File: config.mk
export PLATFORM = sky130hd
export DESIGN_NAME = mem_arbiter
export DESIGN_NICKNAME = d
export VERILOG_FILES = /design/src/rtl/mem_arbiter.sv
export SDC_FILE = /design/constraint.sdc
export NUM_CORES = 1
export LEC_CHECK = 0
export BUFFER_PORTS_ARGS = -buffer_cell sky130_fd_sc_hd__buf_2
export CAP_MARGIN = 20
export CORE_MARGIN = 4
export CORE_UTILIZATION = 30
export DETAILED_ROUTE_END_ITERATION = 8
export MAX_ROUTING_LAYER = met4
export PLACE_DENSITY = 0.49
export SYNTH_ARGS = -nofsm -noshare
export SYNTH_HDL_FRONTEND = slang
export SYNTH_SLANG_ARGS = --single-unit
File: constraint.sdc
create_clock -name clk -period 2.6 [get_ports clk]
set_input_delay 0.52 -clock clk [delete_from_list [all_inputs] [get_ports clk]]
set_output_delay 0.52 -clock clk [all_outputs]
set_load 0.02 [all_outputs]
File: src/rtl/mem_arbiter.sv
// mem_arbiter: sole owner of the byte-wide pipelined RAM port, shared between IF fetches and MEM loads/stores.
// Define ARB_RR_EN for round-robin arbitration; without it MEM has fixed priority over IF.
module mem_arbiter #(
    parameter int ADDR_W = 32,
    parameter int DATA_W = 32
) (
    input  logic              clk,
    input  logic              rst,
    input  logic [7:0]        din_ram,
    output logic [7:0]        dout_ram,
    output logic [ADDR_W-1:0] addr_ram,
    output logic              wr_ram,
    input  logic              if_req,
    input  logic [ADDR_W-1:0] if_addr,
    input  logic              if_flush,
    output logic              if_done,
    output logic [DATA_W-1:0] if_data,
    input  logic              mem_req,
    input  logic              mem_we,
    input  logic [1:0]        mem_size,
    input  logic [ADDR_W-1:0] mem_addr,
    input  logic [DATA_W-1:0] mem_wdata,
    output logic              mem_done,
    output logic [DATA_W-1:0] mem_rdata
);

`ifdef ARB_RR_EN
    localparam bit RoundRobin = 1'b1;
`else
    localparam bit RoundRobin = 1'b0;
`endif

    // Handshake: a req is a level held until its one-cycle done pulse (IF may instead abort with
    // if_flush); no grant is made while either done is high, and requester inputs are latched at grant.
    typedef enum logic [1:0] {IDLE = 2'd0, READ = 2'd1, WRITE = 2'd2} state_t;

    state_t            state, state_next;
    logic              owner_mem, last_mem, primed;
    logic [2:0]        n_bytes, issue_cnt, recv_cnt, mem_n;
    logic [DATA_W-1:0] wdata_q, acc, acc_next;
    logic              if_ok, mem_wins, arb_ok, grant_mem, grant_if;
    logic              issue_more, read_last, flush_abort, write_fin;

    always_comb begin
        mem_n = 3'd4;
        case (mem_size)
            2'b00:   mem_n = 3'd1;
            2'b01:   mem_n = 3'd2;
            default: mem_n = 3'd4;
        endcase
        if_ok       = if_req && !if_flush;
        arb_ok      = (state == IDLE) && !if_done && !mem_done;
        mem_wins    = mem_req && (!RoundRobin || !if_ok || !last_mem);
        grant_mem   = arb_ok && mem_wins;
        grant_if    = arb_ok && if_ok && !mem_wins;
        issue_more  = issue_cnt < n_bytes;
        flush_abort = (state == READ) && !owner_mem && if_flush;
        // The first received byte arrives two edges after its address was driven.
        read_last   = (state == READ) && primed && (recv_cnt == n_bytes - 3'd1);
        write_fin   = (state == WRITE) && !issue_more;
        acc_next    = acc | (DATA_W'(din_ram) << {recv_cnt, 3'b000});
    end

    always_comb begin
        state_next = state;
        case (state)
            IDLE: begin
                if (grant_mem)     state_next = mem_we ? WRITE : READ;
                else if (grant_if) state_next = READ;
            end
            READ:    if (flush_abort || read_last) state_next = IDLE;
            WRITE:   if (write_fin) state_next = IDLE;
            default: state_next = IDLE;
        endcase
    end

    always_ff @(posedge clk) begin
        if (rst) state <= IDLE;
        else     state <= state_next;
    end

    always_ff @(posedge clk) begin
        if (rst) begin
            dout_ram  <= '0;
            addr_ram  <= '0;
            wr_ram    <= 1'b0;
            if_done   <= 1'b0;
            if_data   <= '0;
            mem_done  <= 1'b0;
            mem_rdata <= '0;
            owner_mem <= 1'b0;
            last_mem  <= 1'b0;
            n_bytes   <= '0;
            issue_cnt <= '0;
            recv_cnt  <= '0;
            primed    <= 1'b0;
            wdata_q   <= '0;
            acc       <= '0;
        end else begin
            if_done  <= 1'b0;
            mem_done <= 1'b0;
            if (grant_mem || grant_if) begin
                owner_mem <= grant_mem;
                last_mem  <= grant_mem;
                n_bytes   <= grant_mem ? mem_n : 3'd4;
                addr_ram  <= grant_mem ? mem_addr : if_addr;
                wr_ram    <= grant_mem && mem_we;
                if (grant_mem && mem_we) dout_ram <= mem_wdata[7:0];
                wdata_q   <= mem_wdata;
                issue_cnt <= 3'd1;
                recv_cnt  <= '0;
                primed    <= 1'b0;
                acc       <= '0;
            end else if (state == WRITE) begin
                if (issue_more) begin
                    addr_ram  <= addr_ram + ADDR_W'(1);
                    dout_ram  <= wdata_q[{issue_cnt[1:0], 3'b000} +: 8];
                    issue_cnt <= issue_cnt + 3'd1;
                end else begin
                    wr_ram   <= 1'b0;
                    mem_done <= 1'b1;
                end
            end else if (state == READ && !flush_abort) begin
                if (issue_more) begin
                    addr_ram  <= addr_ram + ADDR_W'(1);
                    issue_cnt <= issue_cnt + 3'd1;
                end
                primed <= 1'b1;
                if (primed) begin
                    acc      <= acc_next;
                    recv_cnt <= recv_cnt + 3'd1;
                    if (read_last) begin
                        if (owner_mem) begin
                            mem_rdata <= acc_next;
                            mem_done  <= 1'b1;
                        end else begin
                            if_data <= acc_next;
                            if_done <= 1'b1;
                        end
                    end
                end
            end
        end
    end

endmodule
==> results.py <==
metrics = {
    "setup_path": {
        "timing.critical_path.slowest_cell_delay_ns": 0.39,
        "worstSetupStartpointType": "flop",
        "timing.rr.end": "addr_ram[31]$_SDFFE_PP0P_",
        "crit_chain": "inv_1, ha_1, a21oi_1, o21ai_1, buf_4, o211ai_2, buf_4, o21ai_0, a211oi_1",
        "timing.reg2reg.setup_slack_ns": 0.32,
        "worst_setup_path_end_kind": "flop",
        "critPathMaxFanout": 8,
        "worstSetupPathType": "reg -> reg",
        "worst-endpoint-required_ns": 2.94,
        "cpMostUsedCell": "buf_4",
        "arrival_ns": 2.61,
        "timing.reg2reg.worst_path_depth": 9,
        "worst_path_dominant_cell_family": "compound AO/OA/AOI/OAI gates",
        "worst_r2r_startpoint": "n_bytes[2]$_SDFFE_PP0N_",
        "timing.critical_path.buf_inv": 3,
        "timing.critical_path.slowest_stage_cell": "o211ai_2",
    },
    "timing": {
        "finalHoldViolations": 0,
        "min_period_over_period": 0.875,
        "timing.final.setup_violations": 0,
        "worst-slew-pin-transition_ns": 0.723,
        "fin_worst_hold_slack_ns": 0.327,
        "final.setup.tns_ns": 0,
        "grt_setup_unrepaired": "false",
        "maxClockFrequency_mhz": 439,
        "slew_viol_final": 0,
        "worst_clock_skew_ns": 0.0138,
        "slew_headroom": 0.517,
        "min_tclk_post_route_ns": 2.28,
    },
    "logic_synthesis": {
        "ys_seq_elements": 184,
        "async_reset_ff_frac": 0,
        "synthesized_area_fraction_occupied_by_ao_oa_aoi_and_oai_cells": 0.221,
        "synth_enable_flop_cells": 0,
        "synth-main-ff-cell": "dfxtp_1",
        "post_synth_instance_area_um2": 7950,
        "synth_cell_type_count": 60,
        "synth_top_family_by_area": "compound AO/OA/AOI/OAI gates",
        "mean_instance_size_in_the_synthesized_netlist_um2": 8.49,
        "synth_fa_ha_area_frac": 0.00945,
        "post_synth_xor_area_fraction": 0.0254,
        "synthSimpleGateAreaFrac": 0.200,
        "ys_seq_area_frac": 0.464,
        "yosysWarningCount": 0,
        "syn-num-nets": 1054,
        "syn-instance-count": 936,
        "synthMuxAreaShare": 0.0241,
    },
    "grt": {
        "first_global_vias": 7007,
        "global_route.overflow_total": 0,
        "number_of_antenna_violations_at_the_first_check_in_global_routing": 3,
        "gr-usage-all-layers": 0.171,
        "grt_first_pass_wirelength_um": 38400,
        "pin_count_of_the_biggest_net_entering_global_routing": 68,
    },
    "clock_network": {
        "htree_num_levels": 4,
        "cts_root_buffer": "clkbuf_16",
        "clock_latency_ns": 0.43,
        "cts_repair_resize_count": 0,
        "cts_hold_buffers": 0,
        "cts_buffers": 17,
        "clk_pin_slew_worst_paths_ns": 0.07,
        "clock_tree_from_tritoncts": "done",
        "clock_tree.buffer_depth": 2,
        "clock_sinks": 184,
        "cts_post_setup_buffers_inserted": 0,
    },
    "routing": {
        "drt-pass1-iter-count": 5,
        "drt_iter0_markers": 461,
        "routed_vias": 7316,
        "drt_total_wl_um": 24600,
        "final_antenna_net_count": 0,
        "routed_via_density": 4.97,
        "drcViolationCount": 0,
        "wire_per_inst_um": 16.7,
    },
    "power": {
        "p_total_w": 0.00682,
        "vdd_ir_drop_max_mv": 0.400,
        "leakagePower_nw": 3.97,
        "power.density_cell_area_nw_per_um2": 683,
    },
    "die": {
        "die_width_um": 171,
        "initial_util": 0.305,
        "floorplan.rows": 59,
        "core_area_um2": 26100,
        "die_boundary_height_um": 171,
        "die_area_um2": 29200,
        "top_level_ports": 219,
    },
    "worst_hold_path": {
        "min-delay-path-class": "in -> reg",
        "min_path_cells": 3,
        "hold_path_end": "wdata_q[13]$_SDFFE_PP0N_",
        "holdCritStartpoint": "mem_wdata[13]",
    },
    "placed_design": {
        "buffer_ports.inserted": 218,
        "detailed_placer_s_ending_hpwl_um": 17500,
        "post_dp_area_um2": 9390,
        "place.detailed.instances": 1438,
        "globalplace.congestion": 0.807,
    },
    "final_layout": {
        "ratio_of_cells_with_drive_above_1_in_the_final_layout": 0.276,
        "layoutNonFillerInstCount": 1473,
        "fin_area_um2": 9980,
        "area_growth_from_synthesis_to_layout_pct": 25.6,
        "fin_nets": 1240,
    },
    "run": {
        "drv.max_cap_violation_count": 0,
    },
    "status": {
        "outcome": "finished clean",
    },
}
[worst max path at each step]
stage / from / to / slack [ns] / cells after the start
2_1_floorplan: n_bytes[2]$_SDFFE_PP0N_ / addr_ram[18]$_SDFFE_PP0P_ / 0.56 / 9
3_3_place_gp: n_bytes[2]$_SDFFE_PP0N_ / addr_ram[27]$_SDFFE_PP0P_ / 0.35 / 9
3_5_place_dp: if_flush / addr_ram[16]$_SDFFE_PP0P_ / 0.29 / 6
4_1_cts: n_bytes[2]$_SDFFE_PP0N_ / addr_ram[31]$_SDFFE_PP0P_ / 0.31 / 9
5_1_grt: state[0]$_SDFFE_PP0P_ / if_data[15]$_SDFFE_PP0P_ / 0.16 / 7
6_report: n_bytes[2]$_SDFFE_PP0N_ / addr_ram[31]$_SDFFE_PP0P_ / 0.32 / 9
[area by class of cell]
cell class / count / area [um^2]
fillers: 2762 / 16100
multi-input cells: 660 / 3840
flip-flops and latches: 184 / 3680
repair buffers: 249 / 1410
clock buffers: 19 / 443
well taps: 335 / 419
clock inverters: 13 / 139
inverters: 10 / 37.5
diodes: 3 / 7.51
[Yosys cell counts, types with 2 or more instances]
library cell,number,area share
inv_1,10,0.0047
buf_1,3,0.0014
nor3_1,14,0.0088
and3_1,14,0.011
o31a_1,2,0.0022
xor2_1,13,0.014
nor4_1,7,0.0055
nand2b_1,4,0.0031
nand3_1,13,0.0082
and2_1,3,0.0024
a22oi_1,5,0.0047
o21ai_0,18,0.011
or4_1,2,0.0019
or3_1,3,0.0024
nor2_1,143,0.068
a222oi_1,3,0.0038
dfxtp_1,184,0.46
a211oi_2,4,0.0063
a31oi_1,3,0.0024
nor4_2,3,0.0047
nand2_2,2,0.0016
mux4_2,8,0.023
buf_2,25,0.016
nand2_4,2,0.0028
o221ai_1,2,0.0022
a21oi_1,125,0.079
o22ai_1,17,0.013
buf_4,10,0.0094
xnor2_1,10,0.011
nor2_2,3,0.0024
a211oi_1,73,0.069
nand2_1,104,0.049
clkbuf_1,40,0.019
nor3_2,2,0.0025
nand4_1,13,0.010
buf_6,4,0.0057
a311oi_1,11,0.012
ha_1,6,0.0094
o211ai_1,3,0.0028
nor3b_2,2,0.0031
nor2b_1,3,0.0024
and4_1,2,0.0022
[cell usage in the layout, fill, tap and decap left out, types with 11 or more instances in the layout]
cell type and instances:
nor2_1 143, nand4_1 13, a21oi_1 125, xor2_1 13
and3_1 14, nor3_1 14, nand2_1 104, buf_2 217
a211oi_1 73, o21ai_0 18, buf_4 25, dfxtp_1 184
o22ai_1 17, nand3_1 13, clkbuf_16 17, a311oi_1 11
[kinds of logic after synthesis]
kind of cell	count (synthesis)
buf+inv	92
xor+xnor	23
mux	9
flops	184
simple gates	346
fa+ha+maj	6
compound gates	276
[state kept, by name, indices dropped and copies added (netlist names), 2 cells and up]
register and cells:
acc 32, addr_ram 32, if_data 32, mem_rdata 32, wdata_q 32, dout_ram 8, issue_cnt 3, n_bytes 3
recv_cnt 3, state 2
[worst register-to-register path: cells and delay by family, from the launching register on]
kind | cells | cell delay [ns]
adder cells (fa/ha/maj) | 1 | 0.30
AO/OA/AOI/OAI | 5 | 1.01
buffers and inverters | 3 | 0.51
flip-flops | 1 | 0.38
[where the power goes]
part	switching (W)	total (W)	internal (W)	leakage, nW
Sequential	0.000135	0.00309	0.00296	1.50
Clock	0.00121	0.00259	0.00138	0.278
Combinational	0.000699	0.00114	0.000438	2.19
[metal layers]
layer	GRT usage	wire length, um	vias up	part of all wire
met4	0.0396	269	0	0.011
met5	-	0	-	0
met1	0.226	11400	3343	0.46
li1	-	-	3718	-
met3	0.0434	1760	20	0.072
met2	0.264	11200	235	0.45
[per-stage QoR]
stage | setup WS (ns) | utilization
CTS | 0.307 | 0.383
finish | 0.324 | 0.383
floorplan | 0.561 | -
detailed placement | 0.291 | 0.360
global route | 0.161 | 0.383
global placement | 0.349 | 0.360
(Power assumes the default switching activity.)
